===== config.mk =====
export PLATFORM = sky130hd
export DESIGN_NAME = square_u16
export DESIGN_NICKNAME = d
export VERILOG_FILES = /design/src/rtl/arith_pkg.sv /design/src/rtl/fifo.sv /design/src/rtl/square_u16.sv
export SDC_FILE = /design/constraint.sdc
export NUM_CORES = 1
export LEC_CHECK = 0
export ABC_AREA = 1
export CAP_MARGIN = 25
export CORE_MARGIN = 2
export CORE_UTILIZATION = 62
export DETAILED_ROUTE_END_ITERATION = 6
export GPL_ROUTABILITY_DRIVEN = 1
export MAX_ROUTING_LAYER = met4
export PLACE_DENSITY = 0.8
export SETUP_SLACK_MARGIN = 0.05
export SLEW_MARGIN = 20
export SYNTH_ARGS = -nofsm -noshare
export SYNTH_HDL_FRONTEND = slang
export SYNTH_SLANG_ARGS = --single-unit

===== constraint.sdc =====
create_clock -name clk -period 3 [get_ports clk]
set_clock_uncertainty 0.15 [all_clocks]
set_input_delay 0.6 -clock clk [delete_from_list [all_inputs] [get_ports clk]]
set_output_delay 0.6 -clock clk [all_outputs]
set_load 0.03 [all_outputs]

===== src/rtl/arith_pkg.sv =====
// Shared arithmetic constants and FSM encoding for the squarer and the
// companion 32-bit square-root block.
//   OPERAND_W : width of the squarer operand (and of the square-root result)
//   RESULT_W  : width of the squared result (and of the square-root operand)
//   ITER      : shift-add iterations per operation (one per operand bit)
//   CNT_W     : width of the iteration counter
package arith_pkg;

    localparam int OPERAND_W = 16;
    localparam int RESULT_W  = 2 * OPERAND_W;
    localparam int ITER      = 16;
    localparam int CNT_W     = $clog2(ITER);

    typedef enum logic [1:0] {
        IDLE = 2'd0,
        LOAD = 2'd1,
        CALC = 2'd2
    } arith_state_e;

endpackage


===== src/rtl/fifo.sv =====
// Synchronous single-clock FIFO with registered read data.
//   clk, rst_n : clock, asynchronous active-low reset (pointers/count only)
//   wr_en      : push wr_data when not full
//   wr_data    : data to push
//   rd_en      : pop when not empty; rd_data is valid the cycle after the pop
//   rd_data    : registered read data
//   empty      : no words held
//   full       : DEPTH words held (combinational from the count)
module fifo #(
    parameter int DATA_WIDTH = 16,
    parameter int DEPTH      = 16
) (
    input  logic                  clk,
    input  logic                  rst_n,
    input  logic                  wr_en,
    input  logic [DATA_WIDTH-1:0] wr_data,
    input  logic                  rd_en,
    output logic [DATA_WIDTH-1:0] rd_data,
    output logic                  empty,
    output logic                  full
);

    localparam int AW = $clog2(DEPTH);

    logic [DATA_WIDTH-1:0] mem [DEPTH];
    logic [DATA_WIDTH-1:0] rd_data_reg;
    logic [AW-1:0]         wr_ptr_reg;
    logic [AW-1:0]         rd_ptr_reg;
    logic [AW:0]           count_reg;
    logic                  do_wr;
    logic                  do_rd;

    assign full    = (count_reg == (AW+1)'(DEPTH));
    assign empty   = (count_reg == '0);
    assign do_wr   = wr_en && !full;
    assign do_rd   = rd_en && !empty;
    assign rd_data = rd_data_reg;

    // Pointers wrap naturally because DEPTH is a power of two.
    always_ff @(posedge clk or negedge rst_n) begin
        if (!rst_n) begin
            wr_ptr_reg <= '0;
            rd_ptr_reg <= '0;
            count_reg  <= '0;
        end else begin
            if (do_wr) wr_ptr_reg <= wr_ptr_reg + AW'(1);
            if (do_rd) rd_ptr_reg <= rd_ptr_reg + AW'(1);
            case ({do_wr, do_rd})
                2'b10:   count_reg <= count_reg + (AW+1)'(1);
                2'b01:   count_reg <= count_reg - (AW+1)'(1);
                default: count_reg <= count_reg;
            endcase
        end
    end

    // Storage and read register carry no reset so they map onto block RAM.
    // A read never targets the slot being written: reads need a non-empty
    // FIFO and writes need a non-full one, so the pointers differ.
    always_ff @(posedge clk) begin
        if (do_wr) mem[wr_ptr_reg] <= wr_data;
        if (do_rd) rd_data_reg <= mem[rd_ptr_reg];
    end

endmodule


===== src/rtl/square_u16.sv =====
// Unsigned 16-bit squarer: buffers operands in a FIFO and computes y = x*x
// with a 16-iteration shift-add datapath.
//   clk, rst_n : clock, asynchronous active-low reset
//   vld_in, x  : operand stream, no backpressure
//   full       : input FIFO full (operands offered now are dropped)
//   ovf        : sticky, an operand was dropped
//   vld_out    : one-cycle pulse, y holds a new result
//   y          : latest result, held until the next one
module square_u16
    import arith_pkg::*;
#(
    parameter int DEPTH = 16
) (
    input  logic                clk,
    input  logic                rst_n,
    input  logic                vld_in,
    input  logic [OPERAND_W-1:0] x,
    output logic                full,
    output logic                ovf,
    output logic                vld_out,
    output logic [RESULT_W-1:0] y
);

    arith_state_e          state_reg;
    arith_state_e          state_next;
    logic                  rd_en;
    logic                  fifo_empty;
    logic [OPERAND_W-1:0]  fifo_rd_data;

    logic [OPERAND_W-1:0]  mcand_reg;
    logic [OPERAND_W-1:0]  mplier_reg;
    logic [RESULT_W-1:0]   acc_reg;
    logic [CNT_W-1:0]      cnt_reg;
    logic                  ovf_reg;
    logic                  vld_out_reg;
    logic [RESULT_W-1:0]   y_reg;

    logic [RESULT_W-1:0]   term [ITER];
    logic [RESULT_W-1:0]   acc_sum;
    logic                  last_iter;

    fifo #(
        .DATA_WIDTH (OPERAND_W),
        .DEPTH      (DEPTH)
    ) u_fifo (
        .clk     (clk),
        .rst_n   (rst_n),
        .wr_en   (vld_in),
        .wr_data (x),
        .rd_en   (rd_en),
        .rd_data (fifo_rd_data),
        .empty   (fifo_empty),
        .full    (full)
    );

    // Table of multiplicand shifted by each bit position; the counter picks
    // the partial product for the current iteration.
    generate
        for (genvar gi = 0; gi < ITER; gi++) begin : g_term
            assign term[gi] = {{(RESULT_W-OPERAND_W){1'b0}}, mcand_reg} << gi;
        end
    endgenerate

    assign acc_sum   = acc_reg + (mplier_reg[cnt_reg] ? term[cnt_reg] : '0);
    assign last_iter = (cnt_reg == CNT_W'(ITER - 1));

    // State register
    always_ff @(posedge clk or negedge rst_n) begin
        if (!rst_n) state_reg <= IDLE;
        else        state_reg <= state_next;
    end

    // Next-state logic
    always_comb begin
        state_next = state_reg;
        case (state_reg)
            IDLE:    if (!fifo_empty) state_next = LOAD;
            LOAD:    state_next = CALC;
            CALC:    if (last_iter) state_next = IDLE;
            default: state_next = IDLE;
        endcase
    end

    // Output logic: pop exactly one word per operation, from IDLE only.
    always_comb begin
        rd_en = 1'b0;
        if (state_reg == IDLE && !fifo_empty) rd_en = 1'b1;
    end

    // Shift-add datapath and result register
    always_ff @(posedge clk or negedge rst_n) begin
        if (!rst_n) begin
            mcand_reg   <= '0;
            mplier_reg  <= '0;
            acc_reg     <= '0;
            cnt_reg     <= '0;
            vld_out_reg <= 1'b0;
            y_reg       <= '0;
        end else begin
            vld_out_reg <= 1'b0;
            case (state_reg)
                LOAD: begin
                    mcand_reg  <= fifo_rd_data;
                    mplier_reg <= fifo_rd_data;
                    acc_reg    <= '0;
                    cnt_reg    <= '0;
                end
                CALC: begin
                    acc_reg <= acc_sum;
                    cnt_reg <= cnt_reg + CNT_W'(1);
                    if (last_iter) begin
                        y_reg       <= acc_sum;
                        vld_out_reg <= 1'b1;
                    end
                end
                default: ;
            endcase
        end
    end

    // Drop flag: the write is refused whenever full, even if a pop happens
    // on the same edge, so this mirrors the FIFO's own write gate.
    always_ff @(posedge clk or negedge rst_n) begin
        if (!rst_n)              ovf_reg <= 1'b0;
        else if (vld_in && full) ovf_reg <= 1'b1;
    end

    assign ovf     = ovf_reg;
    assign vld_out = vld_out_reg;
    assign y       = y_reg;

endmodule

==> results by group, run 1 <==
Floorplan
  • Chip width: 174.5 um
  • Initial Utilization: 62.79%
  • Ports: 54
  • Die height: 174.5 um
  • Core Rows: 62
  • DIE AREA: 30450 um^2
  • CORE AREA: 28700 um^2

Final layout
  • Max reg flops: 256
  • FILL cells: 1744
  • P&R area growth vs syn: 22.80%
  • Share of cells above drive strength 1: 21.89%
  • Final #Nets: 2033

Critical path
  • Most Frequent Cell on Critical Path: nand2_1
  • Worst r2r src: cnt_reg[0]$_DFFE_PN0P_
  • Worst Setup End Kind: flip-flop
  • Reg2reg setup slack: -0.07 ns
  • CP required: 3.33 ns
  • CP Class: reg -> reg
  • Kind of cell adding the most delay to the critical path: simple AND/OR/NAND/NOR gates
  • Crit path launch: cnt_reg[0]$_DFFE_PN0P_
  • Slowest-stage cell, CP: dfrtp_2
  • Max stage delay on crit path: 0.44 ns
  • Crit path max fanout: 15
  • Buf/Inv on CP: 3
  • R2r endpoint: y[28]$_DFFE_PN0P_
  • Worst Reg2Reg Path Length in Cells: 19
  • Crit path cell chain: buf_12 > buf_16 > nor2_4 > a21oi_1 > o211ai_2 > nand3_4 > nand2_8 > nand2_1 > inv_1 > ha_4 > nand2_1 > nand2_2 > a21oi_4 > nand3_2 > nand2_1 > nand2_1 > nand2_1 > nand3_1 > nand2_1
  • Startpoint class of the critical path: flip-flop
  • Arr. time, crit path: 3.40 ns

Placed design
  • Port bufs: 53
  • DP Worst Slack: -0.2131 ns
  • Dpl hpwl: 28440 um
  • Final RePlAce weighted congestion: 0.9820

Logic synthesis
  • Mapped Area: 18020 um^2
  • Area contributors post-synth: edfxtp_1, dfrtp_1, nand2_1, inv_1, nor2_1
  • Mapped Cells: 1814
  • Mapped Nets: 1880
  • Synth cell types: 45
  • Ys async rst share: 27.08%
  • Synth top area share: 45.32%
  • Post-synth EDFFs: 272
  • Top_reg_cell synth: edfxtp_1
  • Cell accounting for the most synthesized area: edfxtp_1
  • Syn. warnings: 0
  • Syn Area/Cell: 9.936 um^2
  • Most frequent cell after synthesis: nand2_1
  • Post-synthesis register bit count: 373
  • Post-synth top cells: nand2_1, edfxtp_1, inv_1
  • Seq/Total Area, Yosys: 59.34%

Hold path
  • Hold WC Path Type: reg -> reg
  • Hold EP: ovf$_DFFE_PN0P_
  • HP Start: ovf$_DFFE_PN0P_
  • Worst Hold Depth: 1

Clock network
  • Clock root cell: clkbuf_16
  • Clock latency on the worst-skew pair: 0.55 ns
  • H-tree depth: 2
  • CTS Buffer Depth: 3
  • Clk slew on worst S/H paths: 0.06 ns
  • CTS tree: built
  • Clock Sinks: 373
  • CTS Buf Count: 39

Global route
  • Total grt overflow: 0
  • GRT Resource Usage Total: 30.87%
  • Antenna violations before repair: 1
  • First-pass GRT wire length: 71830 um
  • Largest net degree at the start of global routing: 102
  • Vias in the first global route: 14060

Power
  • Cell area power density: 972.6 nW/um^2
  • Static Leak: 9.430 nW
  • Worst VDD drop: 0.6947 mV

Routing
  • Final wirelength: 45870 um
  • DRC Markers: 0
  • Vias per std cell: 5.880
  • Vias: 14000
  • Antenna Violating Nets Remaining: 0
  • DR pass1 iterations: 6
  • Iter 0 DRT Violations: 1384
  • DR WL/cell: 19.27 um

Timing
  • Final hold violation count: 0
  • Period utilization: 102.4%
  • Slew at the pin with the worst max-slew slack: 0.9195 ns
  • Worst Slack Setup Final: -0.07286 ns
  • Fmax achieved: 0.3254 GHz
  • Final hold slack: 0.3098 ns
  • Max Transition Viols Final: 0
  • Unrepaired setup endpoints after global routing: true
  • Final min period: 3.073 ns
  • Final setup vio count: 29
  • Slew HR: 38.70%
  • Setup TNS: -0.9726 ns

Run
  • Max-cap viol count: 0

Run status
  • Outcome: finished with violations
  • Failing checks: setup timing
metal layers:
metal | share of wire, % | GRT usage (%) | routed length [um]
met4 | 4.5 | 13.85 | 2078
met5 | 0 | - | 0
met1 | 38 | 37.51 | 17480
met3 | 7.0 | 3.937 | 3227
met2 | 50 | 52.00 | 23090
cell usage in the layout (no fill, tap or decap), types with 15 or more instances in the layout:
| master | synthesis | routed |
|---|---|---|
| clkbuf_16 | 0 | 39 |
| o21ai_2 | 6 | 27 |
| inv_2 | 3 | 18 |
| ha_1 | 45 | 25 |
| o21ai_0 | 124 | 106 |
| mux2i_1 | 51 | 51 |
| nand2_2 | 0 | 55 |
| o221ai_1 | 50 | 50 |
| nor2_2 | 0 | 32 |
| dfrtp_1 | 101 | 98 |
| buf_4 | 8 | 123 |
| nand2_1 | 471 | 402 |
| inv_1 | 183 | 166 |
| o21ai_1 | 26 | 21 |
| ha_4 | 0 | 19 |
| edfxtp_1 | 272 | 272 |
| nand2_4 | 2 | 15 |
| nand3_1 | 92 | 75 |
| nor2_1 | 175 | 131 |
| o211ai_1 | 15 | 15 |
| clkdlybuf4s50_1 | 0 | 51 |
| a21oi_1 | 29 | 16 |
worst register-to-register path, stage by stage (launching register included):
cell and delay (ns):
dfrtp_2 0.44, buf_12 0.14, buf_16 0.15, nor2_4 0.14, a21oi_1 0.08, o211ai_2 0.19
nand3_4 0.13, nand2_8 0.13, nand2_1 0.08, inv_1 0.10, ha_4 0.23, nand2_1 0.10
nand2_2 0.09, a21oi_4 0.21, nand3_2 0.17, nand2_1 0.15, nand2_1 0.07, nand2_1 0.08
nand3_1 0.09, nand2_1 0.08
per-stage QoR:
| stage | area [um^2] | util [%] | power (W) | cells |
|---|---|---|---|---|
| final | 22130 | 77.11 | 0.02153 | 2381 |
| after global placement | 19740 | 68.78 | 0.01488 | 2296 |
| after global routing | 22130 | 77.11 | 0.02270 | 2381 |
| after floorplan | 18020 | - | 0.01230 | 1814 |
| after CTS | 21590 | 75.22 | 0.02069 | 2374 |
| after detailed placement | 19740 | 68.78 | 0.01517 | 2296 |
report_power, final:
group | total (W) | switching [W] | internal, W
Sequential | 0.00719 | 0.000699 | 0.00649
Combinational | 0.00970 | 0.00581 | 0.00389
Clock | 0.00464 | 0.00202 | 0.00262
Total | 0.0215 | 0.00853 | 0.0130
cell families (layout without fill, tap and decap cells):
logic type	after synthesis	in the layout	share of synthesized area, %
AO/OA/AOI/OAI	281	281	9.754
multiplexers	55	55	3.082
other	0	1	0
adder cells (fa/ha/maj)	47	47	3.346
AND/OR/NAND/NOR	768	768	17.18
buffers and inverters	267	449	6.178
XOR/XNOR	23	23	1.118
flip-flops	373	373	59.34
timing repair:
item                       CTS  global route
resized for setup          132           136
setup endpoints to repair   52            56
hold endpoints to repair    51             0
cloned                       1             0
setup buffers                6             6
pin swaps                   28            46
hold buffers                 1             0
cell type report:
class / instances / area [um^2] / share of cell area, %
sequential: 373 / 10700 / 48.36
multi-input combinational: 1174 / 7282 / 32.90
timing repair buffer: 191 / 1747 / 7.892
clock buffer: 49 / 1023 / 4.624
inverter: 188 / 710.7 / 3.211
tap: 384 / 480.5 / 2.171
clock inverter: 21 / 182.7 / 0.8254
antenna: 1 / 2.502 / 0.01131
worst max path at each step:
stage | end | slack (ns) | cells past startpoint
detailed placement | y[28]$_DFFE_PN0P_ | -0.21 | 19
finish | y[28]$_DFFE_PN0P_ | -0.07 | 19
global route | y[29]$_DFFE_PN0P_ | -0.20 | 24
CTS | y[30]$_DFFE_PN0P_ | 0.01 | 20
global placement | y[28]$_DFFE_PN0P_ | -0.22 | 19
floorplan | u_fifo.count_reg[4]$_DFFE_PN0P_ | 0.20 | 13
No activity file was read; power rests on OpenSTA's default activity.
==> inputs of run 2 (changes only) <==
--- a/config.mk
+++ b/config.mk
@@ -5,14 +5,14 @@
 export SDC_FILE = /design/constraint.sdc
 export NUM_CORES = 1
 export LEC_CHECK = 0
-export ABC_AREA = 1
 export CAP_MARGIN = 25
 export CORE_MARGIN = 2
-export CORE_UTILIZATION = 62
+export CORE_UTILIZATION = 61
 export DETAILED_ROUTE_END_ITERATION = 6
 export GPL_ROUTABILITY_DRIVEN = 1
+export HOLD_SLACK_MARGIN = 0.02
 export MAX_ROUTING_LAYER = met4
-export PLACE_DENSITY = 0.8
+export PLACE_DENSITY = 0.79
 export SETUP_SLACK_MARGIN = 0.05
 export SLEW_MARGIN = 20
 export SYNTH_ARGS = -nofsm -noshare
==> run 2 against run 1 <==
- the run still ends with setup timing left
- clock power up 4.5%
- critical path depth down 1
- design area down 3.4%
- global-route usage down 0.10 points
- combinational power down 13%
- synthesized cell count down 38%
- core utilization up 2.0 points
- wire length down 5.0%
- sequential power down 1%
- sequential share of layout area up 1.7 points
- critical endpoint is now y[31]$_DFFE_PN0P_
==> results by group, run 2 <==
Global route
  • GRT Resource Usage Total: 30.76%
  • Antenna violations before repair: 1
  • First-pass GRT wire length: 64940 um
  • Vias in the first global route: 11240
  • Largest net degree at the start of global routing: 60
  • Total grt overflow: 0

Timing
  • Final setup vio count: 56
  • Final hold violation count: 0
  • Worst Slack Setup Final: -1.278 ns
  • Period utilization: 142.6%
  • Unrepaired setup endpoints after global routing: true
  • Slew HR: 47.79%
  • Fmax achieved: 0.2337 GHz
  • Max Transition Viols Final: 0
  • Slew at the pin with the worst max-slew slack: 0.7831 ns
  • Final min period: 4.278 ns

Run status
  • Outcome: finished with violations
  • Failing checks: setup timing

Logic synthesis
  • Synth cell types: 83
  • Mapped Cells: 1120
  • Syn Area/Cell: 15.07 um^2
  • Most frequent cell after synthesis: edfxtp_1
  • Top_reg_cell synth: edfxtp_1
  • Post-synthesis register bit count: 373
  • Seq/Total Area, Yosys: 63.36%
  • Mapped Area: 16880 um^2
  • Synth top area share: 48.39%
  • Post-synth EDFFs: 272
  • Area contributors post-synth: edfxtp_1, dfrtp_1, mux4_2, ha_1, nand2_1
  • Syn. warnings: 0
  • Post-synth top cells: edfxtp_1, dfrtp_1, mux4_2
  • Mapped Nets: 1186
  • Cell accounting for the most synthesized area: edfxtp_1
  • Ys async rst share: 27.08%

Routing
  • Final wirelength: 43590 um
  • Max Used Layer: met4
  • Vias per std cell: 6.379
  • DR WL/cell: 25.25 um
  • Vias: 11010
  • Iter 0 DRT Violations: 930
  • Met3 WL: 2601 um
  • DR pass1 iterations: 5
  • Detail Route met2 WL: 23160 um
  • DRC Markers: 0
  • Antenna Violating Nets Remaining: 0
  • Metal-1 WL: 16350 um

Critical path
  • Worst Reg2Reg Path Length in Cells: 18
  • R2r endpoint: y[31]$_DFFE_PN0P_
  • Crit path launch: cnt_reg[0]$_DFFE_PN0P_
  • CP required: 3.27 ns
  • CP Class: reg -> reg
  • Arr. time, crit path: 4.54 ns
  • Slowest-stage cell, CP: a2111o_1
  • Worst Setup End Kind: flip-flop
  • Reg2reg setup slack: -1.28 ns
  • Max stage delay on crit path: 0.48 ns
  • Crit path max fanout: 5
  • Worst r2r src: cnt_reg[0]$_DFFE_PN0P_
  • Crit path cell chain: buf_6 > buf_6 > mux2_4 > mux2_4 > mux2i_2 > buf_4 > buf_4 > and2_1 > a211oi_2 > ha_1 > a21o_1 > a21o_1 > a21oi_2 > nand3_2 > o21a_4 > a2111o_1 > nand4_1 > or3b_1
  • Startpoint class of the critical path: flip-flop
  • Worst Setup EP: y[31]$_DFFE_PN0P_

Clock network
  • Clock latency on the worst-skew pair: 0.54 ns
  • CTS Buf Count: 38
  • Clock Sinks: 373
  • CTS tree: built
  • Clk slew on worst S/H paths: 0.06 ns
  • Clock root cell: clkbuf_16
  • CTS Buffer Depth: 3
  • H-tree depth: 2

Final layout
  • Commonest non-fill, non-tap cell in the layout: edfxtp_1
  • Max reg flops: 256
  • P&R area growth vs syn: 26.68%
  • Final #Nets: 1425
  • Post-route cell area: 21380 um^2
  • Most frequent cells in the layout: edfxtp_1, buf_4, dfrtp_1
  • Share of cells above drive strength 1: 36.63%

Floorplan
  • Initial Utilization: 62.46%
  • Ports: 54
  • CORE AREA: 27030 um^2
  • Die height: 170.4 um
  • Chip width: 170.4 um
  • Core Rows: 60
  • DIE AREA: 29020 um^2

Run
  • Max-cap viol count: 0

Power
  • Worst VDD drop: 0.6557 mV
  • Static Leak: 8.137 nW
  • Cell area power density: 953.1 nW/um^2

Hold path
  • Hold WC Path Type: reg -> reg

Placed design
  • DP Worst Slack: -1.219 ns
  • Final RePlAce weighted congestion: 0.9349
  • Port bufs: 53
  • Dpl hpwl: 24740 um
  • Placed inst area: 19090 um^2
## run 2: per-stage QoR
step / std cells / hold slack [ns] / power (W) / TNS (ns) / util (%)
4_1_cts: 1707 / 0.3273 / 0.01959 / -38.03 / 76.60
3_5_place_dp: 1628 / 0.3132 / 0.01419 / -40.98 / 70.65
3_3_place_gp: 1628 / 0.2877 / 0.01393 / -37.11 / 70.65
6_report: 1726 / 0.3195 / 0.02038 / -45.06 / 79.12
2_1_floorplan: 1120 / 0.1544 / 0.01139 / -27.87 / -
5_1_grt: 1726 / 0.3461 / 0.02126 / -52.60 / 79.12
## run 2: final cells by class
| type | count | area (um^2) |
|---|---|---|
| fill | 1381 | 5643 |
| clock inverter | 19 | 284.0 |
| sequential | 373 | 10700 |
| multi-input combinational | 656 | 6598 |
| clock buffer | 46 | 980.9 |
| timing repair buffer | 263 | 2288 |
| tap | 341 | 426.7 |
| inverter | 27 | 101.3 |
| antenna | 1 | 2.502 |
## run 2: report_power, final
group,total (W),switching [W],internal (W)
Sequential,0.00711,0.000633,0.00648
Combinational,0.00842,0.00423,0.00420
Clock,0.00485,0.00198,0.00286
Total,0.0204,0.00685,0.0135
## run 2: layer usage
metal,track usage (%),up-vias
li1,-,4805
met2,52.32,509
met5,-,-
met1,37.95,5587
met4,11.45,0
met3,4.395,109
## run 2: logic make-up after synthesis
family	count (synthesis)	share of synthesized area (%)
flip-flops	373	63.36
adder cells (fa/ha/maj)	47	3.573
multiplexers	121	13.71
AO/OA/AOI/OAI	215	8.695
AND/OR/NAND/NOR	237	6.560
buffers and inverters	91	2.231
XOR/XNOR	36	1.868
## run 2: how the worst min path moves through the flow
stage,from,endpoint,depth (start not counted)
final,y[1]$_DFFE_PN0P_,y[1]$_DFFE_PN0P_,2
after global routing,ovf$_DFFE_PN0P_,ovf$_DFFE_PN0P_,1
after global placement,ovf$_DFFE_PN0P_,ovf$_DFFE_PN0P_,1
after floorplan,rst_n,acc_reg[0]$_DFFE_PN0P_,0
after CTS,y[1]$_DFFE_PN0P_,y[1]$_DFFE_PN0P_,2
after detailed placement,y[1]$_DFFE_PN0P_,y[1]$_DFFE_PN0P_,2
## run 2: critical path: cells and delay by family (launching register included)
| kind | cells | cell delay [ns] |
|---|---|---|
| AO/OA/AOI/OAI | 6 | 1.25 |
| adder cells (fa/ha/maj) | 1 | 0.33 |
| buffers and inverters | 4 | 0.51 |
| flip-flops | 1 | 0.45 |
| multiplexers | 3 | 0.76 |
| AND/OR/NAND/NOR | 4 | 0.71 |
## run 2: what timing repair did
action	in CTS	in global routing
buffers inserted	12	20
hold buffers	1	0
cloned	1	0
endpoints found under the hold margin	28	0
setup endpoints to repair	57	59
pin swaps	21	63
resized for setup	61	111
==> inputs of run 3 (changes only) <==
--- a/config.mk
+++ b/config.mk
@@ -5,15 +5,16 @@
 export SDC_FILE = /design/constraint.sdc
 export NUM_CORES = 1
 export LEC_CHECK = 0
+export ABC_AREA = 1
 export CAP_MARGIN = 25
 export CORE_MARGIN = 2
-export CORE_UTILIZATION = 61
+export CORE_UTILIZATION = 62
 export DETAILED_ROUTE_END_ITERATION = 6
 export GPL_ROUTABILITY_DRIVEN = 1
 export HOLD_SLACK_MARGIN = 0.02
 export MAX_ROUTING_LAYER = met4
-export PLACE_DENSITY = 0.79
-export SETUP_SLACK_MARGIN = 0.05
+export PLACE_DENSITY = 0.8
+export SETUP_SLACK_MARGIN = 0.2
 export SLEW_MARGIN = 20
 export SYNTH_ARGS = -nofsm -noshare
 export SYNTH_HDL_FRONTEND = slang
==> run 3 against run 2 <==
- wire length grew 13%
- sequential share of layout area decreased by 3.4 points
- hold slack worse by 0.017 ns
- core utilization grew 0.76 points
- global-route usage is 0.36 points higher
- largest cell class unchanged
- total power is 11% higher
- highest routed layer unchanged
- the flow still finishes with violations (setup timing)
- sequential cell count is the same
==> results by group, run 3 (synthesis results as in run 1) <==
Global route
  • Vias in the first global route: 14150
  • Total grt overflow: 0
  • First-pass GRT wire length: 72430 um
  • Antenna violations before repair: 1
  • Largest net degree at the start of global routing: 102
  • GRT Resource Usage Total: 31.13%

Critical path
  • Slowest-stage cell, CP: dfrtp_2
  • CP required: 3.28 ns
  • Max stage delay on crit path: 0.44 ns
  • Crit path max fanout: 8
  • Crit path cell chain: buf_12 > buf_16 > nand2_2 > inv_1 > nor2_4 > o21ai_2 > nand2_1 > o21ai_2 > nand2_1 > o21ai_1 > nand2_1 > inv_2 > ha_4 > nand2_4 > inv_4 > nand2_4 > nor3_4 > nand2_2 > nand2_4 > nand2_2 > nand2_2 > nand2_2 > nand3_1 > nand2_1
  • Most Frequent Cell on Critical Path: nand2_2
  • Worst Setup End Kind: flip-flop
  • Kind of cell adding the most delay to the critical path: simple AND/OR/NAND/NOR gates
  • Crit path depth: 24
  • Buf/Inv on CP: 5
  • Worst Reg2Reg Path Length in Cells: 24
  • CP Class: reg -> reg
  • Startpoint class of the critical path: flip-flop
  • Arr. time, crit path: 3.43 ns

Placed design
  • Placed inst area: 19740 um^2
  • Port bufs: 53
  • DP Worst Slack: -0.2131 ns
  • Cells after DPL: 2296
  • Final RePlAce weighted congestion: 0.9820
  • Dpl hpwl: 28440 um

Run status
  • Outcome: finished with violations
  • Failing checks: setup timing

Timing
  • Unrepaired setup endpoints after global routing: true
  • Final setup vio count: 38
  • Max Transition Viols Final: 0
  • Period utilization: 105.0%
  • Final hold violation count: 0
  • Fmax achieved: 0.3175 GHz
  • Final min period: 3.150 ns
  • Worst Slack Setup Final: -0.1495 ns
  • Slew at the pin with the worst max-slew slack: 0.9126 ns
  • Slew HR: 39.16%

Final layout
  • Commonest non-fill, non-tap cell in the layout: nand2_1
  • Multi-input gate area: 7944 um^2
  • Most frequent cells in the layout: nand2_1, edfxtp_1, inv_1
  • Final #Nets: 2041
  • FILL cells: 1567
  • Max reg flops: 256
  • Post-route cell area: 22930 um^2
  • Final std cells w/o fill: 2389
  • P&R area growth vs syn: 27.21%
  • Final core utilization: 79.88%
  • Reg area: 10700 um^2
  • Share of cells above drive strength 1: 27.35%

Floorplan
  • Chip width: 174.5 um
  • Initial Utilization: 62.79%
  • Die height: 174.5 um
  • Ports: 54
  • CORE AREA: 28700 um^2
  • Core Rows: 62
  • DIE AREA: 30450 um^2

Clock network
  • Clock latency on the worst-skew pair: 0.55 ns
  • Clk slew on worst S/H paths: 0.06 ns
  • CTS tree: built
  • CTS Buffer Depth: 3
  • Clock root cell: clkbuf_16
  • CTS Buf Count: 39
  • H-tree depth: 2
  • Clock Sinks: 373

Routing
  • DR WL/cell: 20.57 um
  • Final wirelength: 49140 um
  • Vias: 14580
  • Antenna Violating Nets Remaining: 0
  • DRC Markers: 0
  • Iter 0 DRT Violations: 1506
  • DR pass1 iterations: 5
  • Vias per std cell: 6.101

Hold path
  • Worst Hold Depth: 1
  • Hold WC Path Type: reg -> reg

Power
  • Static Leak: 9.767 nW
  • Cell area power density: 990.4 nW/um^2
  • Total Power: 0.02271 W
  • Worst VDD drop: 0.6963 mV

Run
  • Max-cap viol count: 0
## run 3: what timing repair did
action                                  CTS  global route
buffers inserted                          9             9
endpoints found under the hold margin   101             0
gates cloned                              1             2
endpoints found under the setup margin   58            62
hold buffers                              1             0
pin swaps                                36            93
resized for setup                       185           261
## run 3: final timing paths
check                                        from                          endpoint  slack, ns
setup / recovery           cnt_reg[0]$_DFFE_PN0P_           acc_reg[30]$_DFFE_PN0P_      -0.15
hold / removal                    ovf$_DFFE_PN0P_                   ovf$_DFFE_PN0P_       0.30
setup reg to reg           cnt_reg[0]$_DFFE_PN0P_           acc_reg[30]$_DFFE_PN0P_      -0.15
hold reg to reg                   ovf$_DFFE_PN0P_                   ovf$_DFFE_PN0P_       0.30
max in group asynchronous                   rst_n  u_fifo.rd_ptr_reg[1]$_DFFE_PN0P_       1.75
min in group asynchronous                   rst_n                  y[3]$_DFFE_PN0P_       0.51
## run 3: final cells by class
cell class                      count  share of cell area (%)
Timing Repair Buffer              198                   8.131
Sequential cell                   373                   46.69
Multi-Input combinational cell   1175                   34.65
Inverter                          188                   3.165
Clock inverter                     21                  0.7968
Clock buffer                       49                   4.464
Tap cell                          384                   2.096
Antenna cell                        1                 0.01091
## run 3: worst reg2reg max path: stages (launching register included)
cell     delay, ns
dfrtp_2       0.44
buf_12        0.14
buf_16        0.14
nand2_2       0.10
inv_1         0.09
nor2_4        0.12
o21ai_2       0.08
nand2_1       0.08
o21ai_2       0.07
nand2_1       0.06
o21ai_1       0.06
nand2_1       0.09
inv_2         0.07
ha_4          0.33
nand2_4       0.08
inv_4         0.09
nand2_4       0.07
nor3_4        0.17
nand2_2       0.09
nand2_4       0.13
nand2_2       0.09
nand2_2       0.08
nand2_2       0.06
nand3_1       0.08
nand2_1       0.06
## run 3: report_power, final
group | switching [W] | internal (W)
Clock | 0.00203 | 0.00262
Combinational | 0.00647 | 0.00439
Sequential | 0.000719 | 0.00649
## run 3: per-layer routing
metal | track usage, % | wire (um) | part of all wire [%] | vias up
met2 | 52.28 | 24400 | 50 | 868
met1 | 37.70 | 18080 | 37 | 6928
met4 | 14.51 | 2885 | 5.9 | 0
li1 | - | - | - | 6513
met3 | 4.024 | 3769 | 7.7 | 267
met5 | - | 0 | 0 | -
## run 3: through the flow
stage | TNS [ns] | hold WS (ns)
finish | -2.742 | 0.3028
global route | -9.372 | 0.3240
CTS | 0 | 0.3069
detailed placement | -3.987 | 0.2976
global placement | -3.448 | 0.2866
floorplan | 0 | 0.1544
